--- config.mk ---
export PLATFORM = sky130hd
export DESIGN_NAME = fp_norm_pack
export DESIGN_NICKNAME = d
export VERILOG_FILES = /design/src/rtl/fp_norm_pack.sv
export SDC_FILE = /design/constraint.sdc
export NUM_CORES = 1
export LEC_CHECK = 0
export CAP_MARGIN = 0
export CORE_MARGIN = 3
export CORE_UTILIZATION = 45
export DETAILED_ROUTE_END_ITERATION = 8
export HOLD_SLACK_MARGIN = 0.08
export PLACE_DENSITY = 0.65
export SLEW_MARGIN = 20
export SYNTH_ARGS = -nofsm -noshare
export SYNTH_HDL_FRONTEND = slang
export SYNTH_SLANG_ARGS = --single-unit
--- constraint.sdc ---
create_clock -name clk -period 3.8 [get_ports clk]
set_input_delay 0.38 -clock clk [delete_from_list [all_inputs] [get_ports clk]]
set_output_delay 0.38 -clock clk [all_outputs]
set_load 0.01 [all_outputs]
--- src/rtl/fp_norm_pack.sv ---
// fp_norm_pack
// Back end of the single-precision add datapath. The block takes the
// un-normalized mantissa sum with the exponent and sign of the larger operand.
// It normalizes the sum, rounds it to nearest-even and packs an IEEE-754
// binary32 word. Denormal results are flushed to signed zero.
//
// The design is a three-stage pipeline: normalize, round, pack. A single
// global enable advances all stages together, so backpressure from the
// output stalls the whole pipe and bubbles are kept.
//
// Ports
//   clk          rising-edge clock
//   rst          asynchronous active-high reset (control and output registers)
//   in_valid     input beat valid
//   in_ready     block accepts a beat this cycle (equal to the pipe enable)
//   in_sign      result sign
//   in_exp       biased exponent of the larger operand
//   in_man       [26] carry-out, [25] hidden bit, [24:2] fraction,
//                [1] guard, [0] sticky
//   out_valid    packed result valid
//   out_ready    downstream accepts the result
//   out_data     {sign, exp[7:0], frac[22:0]}
//   out_ovf      this result overflowed
//   out_unf      this result was flushed to zero by underflow
//   out_inexact  guard or sticky was nonzero after normalization
//
// Build option
//   FP_NORM_SAT_EN  when defined, overflow returns the largest finite
//                   magnitude instead of infinity (out_ovf is still set).

module fp_norm_pack #(
    parameter int EXP_W  = 8,
    parameter int FRAC_W = 23
) (
    input  logic                  clk,
    input  logic                  rst,
    input  logic                  in_valid,
    output logic                  in_ready,
    input  logic                  in_sign,
    input  logic [EXP_W-1:0]      in_exp,
    input  logic [FRAC_W+3:0]     in_man,
    output logic                  out_valid,
    input  logic                  out_ready,
    output logic [EXP_W+FRAC_W:0] out_data,
    output logic                  out_ovf,
    output logic                  out_unf,
    output logic                  out_inexact
);

    // hidden + fraction + guard + sticky
    localparam int NORM_W = FRAC_W + 3;
    // signed internal exponent with room for both overflow and underflow
    localparam int XW     = EXP_W + 2;
    localparam int LZC_W  = $clog2(NORM_W + 1);

    localparam logic signed [XW-1:0] EXP_ONE  = XW'(1);
    localparam logic signed [XW-1:0] EXP_ZERO = '0;
    localparam logic signed [XW-1:0] EXP_INF  = XW'((1 << EXP_W) - 1);

    // Leading zeros of the mantissa below the carry bit. An all-zero input
    // returns NORM_W, and a shift by that amount also produces zero.
    function automatic logic [LZC_W-1:0] leadZeros(input logic [NORM_W-1:0] v);
        logic [LZC_W-1:0] n;
        logic             found;
        n     = LZC_W'(NORM_W);
        found = 1'b0;
        for (int i = NORM_W - 1; i >= 0; i--) begin
            if (!found && v[i]) begin
                n     = LZC_W'(NORM_W - 1 - i);
                found = 1'b1;
            end
        end
        return n;
    endfunction

    // Round-to-nearest-even on {frac, guard, sticky}. The function returns
    // {carry, frac}. The hidden bit of a normalized nonzero value is always
    // 1, so a carry out of the fraction is exactly a mantissa overflow. When
    // that happens the fraction is already all zeros.
    function automatic logic [FRAC_W:0] rneRound(input logic [NORM_W-2:0] m);
        logic roundUp;
        roundUp = m[1] & (m[0] | m[2]);
        return {1'b0, m[NORM_W-2:2]} + {{FRAC_W{1'b0}}, roundUp};
    endfunction

    // Range checks and final packing. The function returns {ovf, unf, word}.
    function automatic logic [EXP_W+FRAC_W+2:0] packResult(
        input logic                 sign,
        input logic signed [XW-1:0] exp,
        input logic [FRAC_W-1:0]    frac,
        input logic                 zero
    );
        logic [EXP_W+FRAC_W:0] word;
        logic                  ovf;
        logic                  unf;
        word = {sign, {(EXP_W + FRAC_W){1'b0}}};
        ovf  = 1'b0;
        unf  = 1'b0;
        if (zero) begin
            ovf = 1'b0;
        end else if (exp <= EXP_ZERO) begin
            unf = 1'b1;
        end else if (exp >= EXP_INF) begin
            ovf = 1'b1;
`ifdef FP_NORM_SAT_EN
            word = {sign, EXP_W'((1 << EXP_W) - 2), {FRAC_W{1'b1}}};
`else
            word = {sign, {EXP_W{1'b1}}, {FRAC_W{1'b0}}};
`endif
        end else begin
            word = {sign, exp[EXP_W-1:0], frac};
        end
        return {ovf, unf, word};
    endfunction

    logic en;

    logic [LZC_W-1:0]        lz;
    logic signed [XW-1:0]    expIn;
    logic signed [XW-1:0]    expNorm;
    logic [NORM_W-1:0]       manNorm;

    logic                    vld_p1;
    logic                    sign_p1;
    logic signed [XW-1:0]    exp_p1;
    logic [NORM_W-1:0]       man_p1;

    logic [FRAC_W:0]         rounded;
    logic signed [XW-1:0]    expRnd;
    logic [FRAC_W-1:0]       fracRnd;
    logic                    inxRnd;

    logic                    vld_p2;
    logic                    sign_p2;
    logic signed [XW-1:0]    exp_p2;
    logic [FRAC_W-1:0]       frac_p2;
    logic                    zero_p2;
    logic                    inx_p2;

    logic [EXP_W+FRAC_W+2:0] packed_w;
    logic                    inxOut;

    assign en       = !out_valid | out_ready;
    assign in_ready = en;

    // ---- stage 1: normalize ----
    always_comb begin
        lz      = leadZeros(in_man[NORM_W-1:0]);
        expIn   = $signed({{(XW - EXP_W){1'b0}}, in_exp});
        manNorm = in_man[NORM_W-1:0] << lz;
        expNorm = expIn - $signed({{(XW - LZC_W){1'b0}}, lz});
        if (in_man[NORM_W]) begin
            // Carry-out: shift right one place. The dropped bit goes into sticky.
            manNorm = {in_man[NORM_W:2], in_man[1] | in_man[0]};
            expNorm = expIn + EXP_ONE;
        end
    end

    // ---- stage 2: round ----
    always_comb begin
        rounded = rneRound(man_p1[NORM_W-2:0]);
        fracRnd = rounded[FRAC_W-1:0];
        expRnd  = rounded[FRAC_W] ? exp_p1 + EXP_ONE : exp_p1;
        inxRnd  = man_p1[1] | man_p1[0];
    end

    // ---- stage 3: pack ----
    always_comb begin
        packed_w = packResult(sign_p2, exp_p2, frac_p2, zero_p2);
        inxOut   = zero_p2 ? 1'b0 : inx_p2;
    end

    always_ff @(posedge clk or posedge rst) begin
        if (rst) begin
            vld_p1      <= 1'b0;
            vld_p2      <= 1'b0;
            out_valid   <= 1'b0;
            out_data    <= '0;
            out_ovf     <= 1'b0;
            out_unf     <= 1'b0;
            out_inexact <= 1'b0;
        end else if (en) begin
            vld_p1      <= in_valid;
            vld_p2      <= vld_p1;
            out_valid   <= vld_p2;
            out_ovf     <= packed_w[EXP_W+FRAC_W+2];
            out_unf     <= packed_w[EXP_W+FRAC_W+1];
            out_data    <= packed_w[EXP_W+FRAC_W:0];
            out_inexact <= inxOut;
        end
    end

    always_ff @(posedge clk) begin
        if (en) begin
            sign_p1 <= in_sign;
            exp_p1  <= expNorm;
            man_p1  <= manNorm;
            sign_p2 <= sign_p1;
            exp_p2  <= expRnd;
            frac_p2 <= fracRnd;
            // A normalized nonzero mantissa always carries the hidden bit,
            // so a clear hidden bit means the sum was zero.
            zero_p2 <= ~man_p1[NORM_W-1];
            inx_p2  <= inxRnd;
        end
    end

endmodule

==> results.txt, run 1 <==
Die Y = 124.0 um
Pre-CTS setup slack = 30.72 ps
Placed cells = 857
Req. time, crit path = 4000 ps
Total track usage = 20.58%
# DRC = 0
H-tree Lvls = 3
Sequential area share after synthesis = 50.13%
Rel. slew slack = 42.48%
Register area = 3143 um2
Reg clk slew, reported paths = 70 ps
Setup repair bufs after CTS = 0
Number of distinct library cells after synthesis = 72
Area delta synth->final = 25.01%
Initial Util = 46.61%
Clock power frac = 23.9%
Pin count of the biggest net entering global routing = 74
Final Cycle Share = 90.41%
Seq pwr share = 49.2%
Non-filler cells, final = 873
# port buffers = 76
Clk buf depth = 2
Antenna cell count = 0
Switching Fraction = 29.01%
Power per cell area = 463.0 nW/um2
Syn avg cell area = 10.89 um2
# resized after CTS = 0
Placed instance area = 7557 um2
Num ports = 77
Post-DP HPWL = 12020 um
MaxCap Viol Count = 0
DR WL/cell = 17.69 um
Pint = 2.576 mW
Peak supply drop = 222.4 uV
Cell Rows = 42
Pre-Repair DR Iteration Count = 5
Fill cells = 1163
Die area = 15380 um2
Cells after synthesis = 576
Minimum setup slack among reg-to-reg paths = 980 ps
Max Slew Vio Count = 0
Core Box Area = 13450 um2
CTS Hold Buffers Added = 0
Mapped Area = 6270 um2
NetSw = 1.053 mW
Vias post-DR = 4968
Power consumption = 3.629 mW
Hold slack = 436.2 ps
Post-route cell area = 7838 um2
Nets = 742
Worst-Margin Slew = 862.9 ps
Min Clock Period, post-route = 3436 ps
CTS tree = yes
Die Wd = 124.0 um
RSZ-0062 raised after global routing = false
Clk_skew = 8.336 ps
Worst-Skew Late Latency = 340 ps
Routability cong. = 0.9033
Initial antenna violation count = 0
Fmax = 0.2911 GHz
Clock root cell = clkbuf_16
FFs w/ async S/R, synth = 34.23%
Startpoint types = primary input
TritonCTS Sinks = 111
Final Hold Fails = 0
DR iter-0 viols = 348
Syn_nets = 626
Area of the multi-input gates = 2955 um2
CP Class = primary input to flip-flop
Gr ovfl total = 0
Global-route wire length before repair = 24360 um
Via-to-Cell Ratio = 5.691
P_leak = 3.085 nW
Post-route ant nets = 0
Final Setup Violations = 0
Worst-path fanout max = 3
Combinational power share = 26.9%
Num CTS Buffers = 9
Post-synth EDFFs = 73
Final Core Density = 58.26%
Flops & latches, synth = 111
Status = finished clean
Type of the tightest min-delay check = flip-flop to flip-flop
Synth Warn # = 0
Final wirelength = 15440 um
Final setup TNS = 0 ps
Final WS setup = 364.3 ps
Vias in the first global route = 4710
Critical path capture point type = flip-flop
Layout cells sized above 1 = 14.20%
CP Data Arrival Time = 3630 ps
Top FF cell, synth = edfxtp_1
## path summary, 6_finish.rpt
path / startpoint / end / cells past startpoint
hold / removal: sign_p1$_DFFE_PP_ / sign_p2$_DFFE_PP_ / 0
setup reg to reg: man_p1[2]$_DFFE_PP_ / exp_p2[7]$_DFFE_PP_ / 10
setup / recovery: in_man[13] / exp_p1[8]$_DFFE_PP_ / 15
min in group asynchronous: rst / out_data[25]$_DFFE_PP0P_ / 3
max in group asynchronous: rst / out_data[19]$_DFFE_PP0P_ / 3
hold reg to reg: sign_p1$_DFFE_PP_ / sign_p2$_DFFE_PP_ / 0
## state kept, by name, indices dropped and copies added (netlist names)
signal and count:
exp_p2 10, vld_p1 1, sign_p2 1, zero_p2 1, sign_p1 1, out_inexact 1, exp_p1 10, out_valid 1
man_p1 26, out_data 32, out_unf 1, inx_p2 1, frac_p2 23, vld_p2 1, out_ovf 1
## cells in the mapped netlist, types with 3 or more instances
cell type	count	area share [%]
mux2_2	13	2.3
and3_1	4	0.40
nor4_1	4	0.40
nand3_1	15	1.2
ha_1	9	1.8
nand4_1	14	1.4
or2_2	4	0.40
clkbuf_1	16	0.96
a22o_1	28	3.9
nand2_1	57	3.4
xnor2_1	31	4.3
xor2_1	8	1.1
a31oi_1	4	0.40
nor2_1	47	2.8
nor3_1	10	0.80
a21o_1	5	0.60
and2_1	8	0.80
o31a_1	3	0.42
a22oi_1	12	1.4
mux2i_1	40	6.4
dfrtp_1	38	15
nand2b_1	3	0.30
o21ai_1	3	0.24
inv_1	17	1.0
and4_1	4	0.56
edfxtp_1	73	35
a21oi_1	18	1.4
o21ai_0	25	2.0
buf_1	4	0.24
o211ai_1	7	0.84
## cells by family (layout without fill, tap and decap cells)
logic type / count (synthesis) / in the layout / synth area share, %
adders and majority gates: 10 / 10 / 2.115
and+or+nand+nor: 184 / 184 / 14.71
buffers and inverters: 43 / 164 / 2.774
xor gates and xnor gates: 39 / 39 / 5.448
AOI/OAI and AO/OA: 133 / 133 / 15.51
muxes: 56 / 56 / 9.319
DFF: 111 / 111 / 50.13
## layer usage
| metal | wire (um) | vias up | GRT usage, % |
|---|---|---|---|
| li1 | - | 2410 | - |
| met3 | 814 | 35 | 3.043 |
| met4 | 520 | 0 | 9.925 |
| met1 | 6921 | 2332 | 27.93 |
| met5 | 0 | - | 0 |
| met2 | 7186 | 191 | 32.41 |
## worst max-delay path, stage by stage
cell and delay [ps]:
clkdlybuf4s50_1 420, nor4_1 390, buf_4 200, nand4_2 140, o41ai_2 430, o21ai_2 110, inv_2 70, ha_1 130
inv_1 50, fa_1 400, a21o_1 170, a21oi_1 200, o211ai_1 130, nor3_1 240, o21bai_1 160
## placed cells by master (no fill, tap or decap), types with 5 or more instances in the layout
master           synthesis  final
a21o_1                   5      5
a21oi_1                 18     18
a22o_1                  28     28
a22oi_1                 12     12
and2_1                   8      8
buf_4                    1     51
clkbuf_16                0      9
clkdlybuf4s50_1          0     76
dfrtp_1                 38     38
edfxtp_1                73     73
ha_1                     9      9
inv_1                   17     16
mux2_2                  13     13
mux2i_1                 40     40
nand2_1                 57     57
nand3_1                 15     15
nand4_1                 14     14
nor2_1                  47     47
nor3_1                  10     10
o211ai_1                 7      7
o21ai_0                 25     25
xnor2_1                 31     31
xor2_1                   8      8
## power by group through the flow
stage,clock network [mW],registers [mW],logic [mW]
finish,0.866,1.79,0.977
global placement,0,1.80,0.973
CTS,0.890,1.79,0.983
global route,0.948,1.82,1.07
floorplan,0,1.83,0.454
detailed placement,0,1.81,0.978
## final cells by class
class | instances | share of cell area [%]
flip-flops and latches | 111 | 40.10
clock buffers | 9 | 2.874
well taps | 176 | 2.810
clock inverters | 7 | 0.7024
inverters | 20 | 0.9579
multi-input cells | 422 | 37.71
repair buffers | 128 | 14.85
Power figures use the tool's default switching activity.
==> inputs of run 2 (changes only) <==
Settings changed: CORE_MARGIN 3 to unset, SKIP_LAST_GASP set to 1.
==> results.txt, run 2 (synthesized netlist as in run 1, its figures left out) <==
Status = finished clean
Via-to-Cell Ratio = 5.648 (-0.74%)
Worst-Margin Slew = 869.7 ps (+6.871 ps)
Crit-path cells = clkdlybuf4s50_1 -> nor4_4 -> nand4_2 -> o41ai_2 -> o21ai_2 -> inv_2 -> ha_1 -> inv_1 -> fa_1 -> a21o_1 -> a21oi_1 -> o211ai_1 -> nor3_1 -> o21bai_1
Combinational power share = 26.4% (-0.5 points)
Initial Util = 46.79% (+0.18 points)
Largest Register = out_data
CP max stage cell = clkdlybuf4s50_1
Placed instance area = 7587 um2 (+0.40%)
RSZ-0062 raised after global routing = false
Final WS setup = 284.4 ps (-79.88 ps)
Hold slack = 425.0 ps (-11.18 ps)
Most frequent cells in the layout = clkdlybuf4s50_1, edfxtp_1, nand2_1, buf_4, nor2_1
Crit-path max cell delay = 520 ps (+90 ps)
Worst-Skew Late Latency = 340 ps (about the same)
Reg clk slew, reported paths = 70 ps (about the same)
DR iter-0 viols = 361 (+3.7%)
Worst-path fanout max = 6 (+3)
Core Box Area = 13400 um2 (-0.39%)
Worst flop-to-flop path endpoint = exp_p2[7]$_DFFE_PP_
Switching Fraction = 28.53% (-0.48 points)
CP Data Arrival Time = 3720 ps (+90 ps)
CP bufs+invs = 3 (-1)
Clock power frac = 25.3% (+1.4 points)
Pin count of the biggest net entering global routing = 74 (unchanged)
Final Cycle Share = 92.52% (+2.1 points)
H-tree Lvls = 3 (unchanged)
Final Setup Violations = 0 (unchanged)
Die Wd = 120.0 um (-3.2%)
# port buffers = 76 (unchanged)
Cell Rows = 42 (unchanged)
Max Slew Vio Count = 0 (unchanged)
Routability cong. = 0.9541 (+5.6%)
Post-route ant nets = 0 (unchanged)
Die Y = 120.0 um (-3.2%)
Final Hold Fails = 0 (unchanged)
Num CTS Buffers = 9 (unchanged)
Setup repair bufs after CTS = 0 (unchanged)
CTS Hold Buffers Added = 0 (unchanged)
Number of cells on the worst reg-to-reg path = 10 (unchanged)
Non-filler cells, final = 879 (+0.69%)
# DRC = 0 (unchanged)
Fill cells = 1162 (-0.086%)
Global-route wire length before repair = 25010 um (+2.7%)
Total track usage = 22.36% (+1.8 points)
Clk_skew = 5.647 ps (-2.688 ps)
Biggest regs = out_data (32), man_p1 (26), frac_p2 (23)
Layout cells sized above 1 = 15.08% (+0.87 points)
TritonCTS Sinks = 111 (unchanged)
Worst Hold End = sign_p2$_DFFE_PP_
Startpoint types = primary input
Post-DP HPWL = 12190 um (+1.4%)
NetSw = 1.056 mW (+0.28%)
Seq pwr share = 48.2% (-1.0 points)
CP Class = primary input to flip-flop
Antenna cell count = 0 (unchanged)
Vias in the first global route = 4809 (+2.1%)
CTS tree = yes
Pint = 2.644 mW (+2.6%)
Largest delay share family, worst path = compound AO/OA/AOI/OAI gates
Min Clock Period, post-route = 3516 ps (+79.88 ps)
Clk buf depth = 2 (unchanged)
Pre-Repair DR Iteration Count = 5 (unchanged)
Hold Startpoint = sign_p1$_DFFE_PP_
Critical R2R Launch = man_p1[2]$_DFFE_PP_
Num ports = 77 (unchanged)
MaxCap Viol Count = 0 (unchanged)
Placed cells = 861 (+0.47%)
Rel. slew slack = 42.02% (-0.46 points)
DR WL/cell = 17.73 um (+0.21%)
Nets = 748 (+0.81%)
# resized after CTS = 0 (unchanged)
Die area = 14410 um2 (-6.3%)
Critical path capture point type = flip-flop
Initial antenna violation count = 0 (unchanged)
Fmax = 0.2844 GHz (-2.3%)
Most common cell after layout, fill and taps aside = clkdlybuf4s50_1
Flip-flop count of the largest register after layout = 32 (unchanged)
Vias post-DR = 4965 (-0.060%)
Gr ovfl total = 0 (unchanged)
Req. time, crit path = 4000 ps (about the same)
P_leak = 3.122 nW (+1.2%)
Peak supply drop = 209.2 uV (-5.9%)
Power per cell area = 467.8 nW/um2 (+1.0%)
Pre-CTS setup slack = -129.0 ps (-159.7 ps)
Final wirelength = 15580 um (+0.90%)
Worst hold path cell count = 0 (unchanged)
Post-route cell area = 7909 um2 (+0.91%)
Clock root cell = clkbuf_16
Type of the tightest min-delay check = flip-flop to flip-flop
Area delta synth->final = 26.14%
Minimum setup slack among reg-to-reg paths = 1060 ps (+80 ps)
Power consumption = 3.700 mW (+2.0%)
==> run 2: cell count changes in the layout (fill, tap and decap cells not counted), sizes merged <==
| cell | previous run | this run |
|---|---|---|
| clkinvlp | 0 | 1 |
| clkinv | 7 | 6 |
| bufinv | 0 | 1 |
| inv | 20 | 19 |
| buf | 52 | 58 |
==> run 2: per-stage QoR <==
| stage | setup TNS [ps] | utilization [%] |
|---|---|---|
| after detailed placement | -202.5 | 56.62 |
| after global routing | 0 | 59.02 |
| after CTS | 0 | 58.91 |
| after global placement | 0 | 56.62 |
| final | 0 | 59.02 |
| after floorplan | 0 | - |
==> run 2: area by class of cell <==
type                            count  area, um2  area share (%)
Clock buffer                        9      225.2           2.848
Inverter                           20      75.07          0.9492
Clock inverter                      7      81.33           1.028
Multi-Input combinational cell    422       2955           37.37
Sequential cell                   111       3143           39.74
Timing Repair Buffer              134       1209           15.28
Tap cell                          176      220.2           2.784
==> run 2: worst max path at each step <==
stage               start                  end  slack, ps  cells past startpoint
3_3_place_gp   in_man[21]  exp_p1[8]$_DFFE_PP_         40                     13
5_1_grt        in_man[24]  exp_p1[8]$_DFFE_PP_         30                     14
4_1_cts        in_man[21]  exp_p1[8]$_DFFE_PP_        230                     13
6_report       in_man[24]  exp_p1[8]$_DFFE_PP_        280                     14
2_1_floorplan  in_man[13]  exp_p1[8]$_DFFE_PP_        190                     14
3_5_place_dp   in_man[21]  exp_p1[8]$_DFFE_PP_       -130                     13
==> run 2: worst register-to-register path: stages (launching register included) <==
cell and delay, ps:
edfxtp_1 360, o21a_1 120, ha_1 160, and2_1 200, and4_1 350, nand4_1 200, nor2_1 410, nand4_1 210
nor2_1 200, nand4_1 140, xnor2_1 150
==> run 2: metal layers <==
layer | vias up | wire [um] | global-route usage [%]
li1 | 2414 | - | -
met1 | 2353 | 7273 | 30.58
met2 | 168 | 7078 | 35.45
met3 | 30 | 703 | 2.139
met4 | 0 | 525 | 11.17
met5 | - | 0 | 0
==> run 2: power groups by stage <==
stage,combinational (mW),clock [mW],sequential [mW]
floorplan,0.454,0,1.83
global placement,0.972,0,1.80
detailed placement,0.976,0,1.81
CTS,0.980,0.958,1.79
global route,1.06,0.996,1.82
finish,0.978,0.937,1.78
==> inputs of run 3 (changes only) <==
==> constraint.sdc (replaced) <==
create_clock -name clk -period 3.8 [get_ports clk]
set_input_delay 0.76 -clock clk [delete_from_list [all_inputs] [get_ports clk]]
set_output_delay 0.76 -clock clk [all_outputs]
set_load 0.01 [all_outputs]
==> results.txt, run 3 (synthesized netlist as in run 1, its figures left out) <==
Placed instance area = 7815 um2 (+3.0%)
Reg clk slew, reported paths = 70 ps (about the same)
Met3 GRT Util = 2.947% (+0.81 points)
# DRC = 0 (unchanged)
Vias post-DR = 5008 (+0.87%)
Die area = 14410 um2 (unchanged)
CP max stage cell = clkdlybuf4s50_1
Final Cycle Share = 96.49% (+4.0 points)
Initial Util = 46.79% (unchanged)
Final Setup Violations = 0 (unchanged)
CP Class = primary input to flip-flop
Rel. slew slack = 44.62% (+2.6 points)
DR WL/cell = 17.81 um (+0.47%)
Most used routing layer = met2
RSZ-0062 raised after global routing = true
Final Hold Fails = 0 (unchanged)
Final wirelength = 16030 um (+2.9%)
Clk_skew = 6.180 ps (+0.5325 ps)
Total track usage = 22.94% (+0.58 points)
Initial antenna violation count = 0 (unchanged)
Gr ovfl total = 0 (unchanged)
Num ports = 77 (unchanged)
Worst-Skew Late Latency = 340 ps (about the same)
Core Box Area = 13400 um2 (unchanged)
Req. time, crit path = 4000 ps (about the same)
Final Core Density = 60.68% (+1.7 points)
Largest delay share family, worst path = compound AO/OA/AOI/OAI gates
Antenna cell count = 0 (unchanged)
Met1 Usage GRT = 30.70% (+0.12 points)
Critical path capture point type = flip-flop
Worst-path fanout max = 4 (-2)
Worst Setup SP = in_man[21]
Crit-path max cell delay = 490 ps (-30 ps)
Type of the tightest min-delay check = flip-flop to flip-flop
Post-route cell area = 8132 um2 (+2.8%)
Biggest regs = out_data (32), man_p1 (26), frac_p2 (23)
# port buffers = 76 (unchanged)
Status = finished clean
DR iter-0 viols = 321 (-11%)
Die Wd = 120.0 um (unchanged)
Cell Rows = 42 (unchanged)
Min Clock Period, post-route = 3667 ps (+151.0 ps)
Post-route ant nets = 0 (unchanged)
GR Layer Usage met2 = 37.00% (+1.5 points)
Worst-Margin Slew = 830.7 ps (-39.00 ps)
P_leak = 3.247 nW (+4.0%)
Nets = 769 (+2.8%)
Most common cell after layout, fill and taps aside = buf_4
Most frequent cells in the layout = buf_4, clkdlybuf4s50_1, edfxtp_1
CTS Hold Buffers Added = 0 (unchanged)
Pre-Repair DR Iteration Count = 5 (unchanged)
CTS tree = yes
CP bufs+invs = 3 (unchanged)
Crit-path cells = clkdlybuf4s50_1 -> nor4_4 -> nand4_4 -> o41ai_4 -> o21ai_4 -> inv_4 -> ha_1 -> inv_1 -> fa_1 -> a21o_1 -> a21oi_1 -> o211ai_1 -> nor3_1 -> o21bai_1
Area delta synth->final = 29.69%
CP Data Arrival Time = 3860 ps (+140 ps)
Clock root cell = clkbuf_16
Largest Register = out_data
Global-route wire length before repair = 25080 um (+0.30%)
Hold Startpoint = sign_p1$_DFFE_PP_
Pin count of the biggest net entering global routing = 72 (-2.7%)
Critical R2R Launch = man_p1[1]$_DFFE_PP_
Max Slew Vio Count = 0 (unchanged)
Startpoint types = primary input
Clk buf depth = 2 (unchanged)
Peak supply drop = 256.0 uV (+22%)
Flip-flop count of the largest register after layout = 32 (unchanged)
Via-to-Cell Ratio = 5.564 (-1.5%)
Routability cong. = 0.9158 (-4.0%)
MaxCap Viol Count = 0 (unchanged)
Die Y = 120.0 um (unchanged)
Layout cells sized above 1 = 17.82% (+2.7 points)
Power per cell area = 457.3 nW/um2 (-2.2%)
Vias in the first global route = 4768 (-0.85%)
TritonCTS Sinks = 111 (unchanged)
Fmax = 0.2727 GHz (-4.1%)
Num CTS Buffers = 9 (unchanged)
Post-DP HPWL = 12560 um (+3.1%)
H-tree Lvls = 3 (unchanged)
==> run 3: worst paths after layout <==
kind / endpoint / slack, ps / cells past startpoint
min in group asynchronous: out_data[26]$_DFFE_PP0P_ / 820 / 3
hold reg to reg: sign_p2$_DFFE_PP_ / 430 / 0
max in group asynchronous: out_data[13]$_DFFE_PP0P_ / 2660 / 3
setup / recovery: exp_p1[8]$_DFFE_PP_ / 130 / 14
setup reg to reg: exp_p2[7]$_DFFE_PP_ / 1060 / 10
hold / removal: sign_p2$_DFFE_PP_ / 430 / 0
==> run 3: power by group <==
group,switching (mW),internal [mW]
clock,0.410,0.515
combinational,0.489,0.516
sequential,0.162,1.63
==> run 3: per-stage QoR <==
| step | power (mW) | setup WS (ps) | setup TNS, ps | hold WS [ps] | cells |
|---|---|---|---|---|---|
| 2_1_floorplan | 2.292 | 32.65 | 0 | 400.3 | 576 |
| 5_1_grt | 3.909 | -69.27 | -116.4 | 442.8 | 900 |
| 6_report | 3.718 | 133.4 | 0 | 431.4 | 900 |
| 3_5_place_dp | 2.820 | -245.4 | -2459 | 412.2 | 883 |
| 3_3_place_gp | 2.790 | -104.4 | -870.8 | 405.4 | 883 |
| 4_1_cts | 3.746 | 95.64 | 0 | 433.8 | 899 |
==> run 3: repair_timing <==
item,CTS,global route
buffers inserted,0,1
endpoints found under the setup margin,0,4
gates resized for setup,0,2
==> run 3: layout make-up <==
class	instances	area [um2]
Fill cell	1096	5269
Sequential cell	111	3143
Multi-Input combinational cell	422	3027
Timing Repair Buffer	155	1366
Clock buffer	10	229.0
Tap cell	176	220.2
Inverter	20	77.57
Clock inverter	6	68.82
==> run 3: metal layers <==
metal / up-vias / part of all wire [%] / wire length, um
li1: 2462 / - / -
met1: 2336 / 45 / 7261
met2: 177 / 47 / 7459
met3: 33 / 4.8 / 765
met4: 0 / 3.4 / 543
met5: - / 0 / 0
==> RTL change, RTL diff (config.mk and constraints of run 1) <==
Register the output `out_ovf` once more, with the module's reset; this adds one clock of latency there. The other outputs are not delayed to match.
--- a/src/rtl/fp_norm_pack.sv
+++ b/src/rtl/fp_norm_pack.sv
@@ -59,2 +59,4 @@
 
+    logic out_ovf_s0;
+
     // Leading zeros of the mantissa below the carry bit. An all-zero input
@@ -178,3 +180,3 @@
             out_data    <= '0;
-            out_ovf     <= 1'b0;
+            out_ovf_s0  <= 1'b0;
             out_unf     <= 1'b0;
@@ -185,3 +187,3 @@
             out_valid   <= vld_p2;
-            out_ovf     <= packed_w[EXP_W+FRAC_W+2];
+            out_ovf_s0  <= packed_w[EXP_W+FRAC_W+2];
             out_unf     <= packed_w[EXP_W+FRAC_W+1];
@@ -207,2 +209,10 @@
 
+    always_ff @(posedge clk or posedge rst) begin
+        if (rst) begin
+            out_ovf <= '0;
+        end else begin
+            out_ovf <= out_ovf_s0;
+        end
+    end
+
 endmodule
Check against the original RTL: not equivalent (Yosys sat finds a counterexample within 4 cycles, from zero or initial values and one cycle with rst high).
==> RTL change against run 1 <==
Sequential share of layout area up 0.076 points; combinational power about the same; power up 2.5%; routed wire length up 4.1%; first-iteration DRC count up 14%; clock power up 8.5%; worst setup slack worse by 34 ps; area after synthesis up 0.40%; sequential cell count up 1; highest routed layer unchanged; final area up 0.61%.
==> RTL change: results (changes against run 1) <==
### Power
- 0.2347 mV — peak supply drop, +5.5%
- 3.100 nW — leakage power, +0.49%
- 1.066 mW — switching power of the nets, +1.3%

### Clock network
- 0 — count of instances resized after the clock tree is built, unchanged
- sky130_fd_sc_hd__clkbuf_16 — root cell of the clock tree
- 70 ps — clock-pin slew on the worst setup and hold paths, about the same
- 9 — clock buffers created by TritonCTS, unchanged
- 0 — # Post-CTS Setup Buffers, unchanged

### Placed design
- 0.007582 mm² — Placed Area, +0.33%
- 0.9209 — placer congestion estimate, +1.9%
- 12490 µm — DP Wirelength, +3.9%
- 76 — number of buffers added on ports, unchanged

### Critical path
- exp_p2[7] — Worst R2R End
- 500 ps — peak per-stage delay on the critical path, +70 ps
- sky130_fd_sc_hd__o41ai_2 — worst-path cell with the longest stage delay
- man_p1[0] — startpoint of the worst-slack reg-to-reg timing path
- 10 — Register-to-Register Path Depth, unchanged
- 3670 ps — critical path data arrival time, +40 ps
- 1030 ps — worst-case register-to-register setup slack, +50 ps
- 4 — critical path fanouts, max, +1

### Drt
- 395 — DRC marker count from the first detailed-route iteration, +14%
- 16080 µm — Final Routed Wirelength, +4.1%
- 5.625 — Vias/cell, -1.2%

### Hold path
- out_ovf_s0 — hold path startpoint
- out_ovf — endpoint of the worst hold path
- reg2reg — Min-Delay Path Class
- 0 — worst hold path depth, unchanged

### Logic synthesis
- 0.3482 — fraction of synthesis flops using an asynchronous set or reset pin, +0.005872
- 0.5033 — proportion of synthesized chip area in sequential cells, +0.001983
- sky130_fd_sc_hd__edfxtp_1 35%, sky130_fd_sc_hd__dfrtp_1 16%, sky130_fd_sc_hd__mux2i_1 6.4%, sky130_fd_sc_hd__xnor2_1 4.3%, sky130_fd_sc_hd__a22o_1 3.9% — top cells by area, synth
- 73 x sky130_fd_sc_hd__edfxtp_1, 57 x sky130_fd_sc_hd__nand2_1, 47 x sky130_fd_sc_hd__nor2_1, 40 x sky130_fd_sc_hd__mux2i_1, 39 x sky130_fd_sc_hd__dfrtp_1 — most numerous cell types in the synthesized netlist
- 0 — synthesis warning total, unchanged
- 72 — number of distinct library cells after synthesis, unchanged
- 627 — Post-Synthesis Net Count, +0.16%
- 73 — Post-synth EDFFs, unchanged

### GRT
- 0.2096 — GRT Resource Usage Total, +0.003833
- 26230 µm — global-route wire length before repair, +7.7%
- 4911 — via count of the first global-routing pass, +4.3%
- 74 — largest net degree at the start of global routing, unchanged

### Finish
- 0 — number of antenna repair diodes, unchanged
- 743 — count of nets after finishing, +0.13%
- 0.1418 — layout cells sized above 1, -0.0002035
- 1198 — # fillers, +3.0%

### STA
- 6.267 ps — setup skew after layout, -2.068 ps
- 872.5 ps — slew at the pin closest to its max-slew limit, +9.619 ps

### Outcome
- complete, no violations — run status

## RTL change: changes by cell type after synthesis
cell                      change
sky130_fd_sc_hd__dfrtp_1      +1
## RTL change: cells by family after synthesis
kind of cell	after synthesis	share of synthesized area
DFF	112	0.5033
adders and majority gates	10	0.02107
xor gates and xnor gates	39	0.05426
and+or+nand+nor	184	0.1465
AOI/OAI and AO/OA	133	0.1544
muxes	56	0.09282
buffers and inverters	43	0.02763
## RTL change: per-layer routing
layer	routed length [µm]	global-route usage	up-vias
met3	893	0.03645	36
li1	-	-	2399
met4	627	0.08897	0
met1	7426	0.2963	2298
met5	0	0	-
met2	7127	0.3193	183
## RTL change: cell type report
cell class | instances | area (µm²) | share of cell area
multi-input combinational | 422 | 2955 | 0.3748
timing repair buffer | 128 | 1164 | 0.1476
sequential | 112 | 3168 | 0.4018
clock buffer | 9 | 225.2 | 0.02856
inverter | 20 | 75.07 | 0.009521
tap | 176 | 220.2 | 0.02793
clock inverter | 7 | 77.57 | 0.009838
## RTL change: how the worst max path moves through the flow
stage	from	end	slack [ps]	cells after the start
floorplan	in_man[13]	exp_p1[8]	190	14
global placement	in_man[24]	man_p1[23]	140	12
detailed placement	in_man[24]	exp_p1[8]	-20	14
CTS	in_man[24]	exp_p1[8]	330	14
global route	in_man[24]	exp_p1[8]	70	14
finish	in_man[13]	exp_p1[8]	330	15
## RTL change: power groups by stage
| stage | clock network [mW] | registers (mW) | logic [mW] |
|---|---|---|---|
| floorplan | 0 | 1.85 | 0.454 |
| global placement | 0 | 1.81 | 0.973 |
| detailed placement | 0 | 1.83 | 0.981 |
| CTS | 0.962 | 1.80 | 0.985 |
| global route | 1.02 | 1.84 | 1.06 |
| finish | 0.940 | 1.80 | 0.980 |
## RTL change: stage by stage
step | instances | setup WS, ps | hold WS [ps] | power (mW)
after CTS | 874 | 325.1 | 393.7 | 3.749
after detailed placement | 858 | -17.12 | 377.8 | 2.808
after global routing | 874 | 69.38 | 426.6 | 3.924
after floorplan | 577 | 186.8 | 353.5 | 2.302
final | 874 | 329.8 | 387.1 | 3.719
after global placement | 858 | 137.2 | 364.1 | 2.786
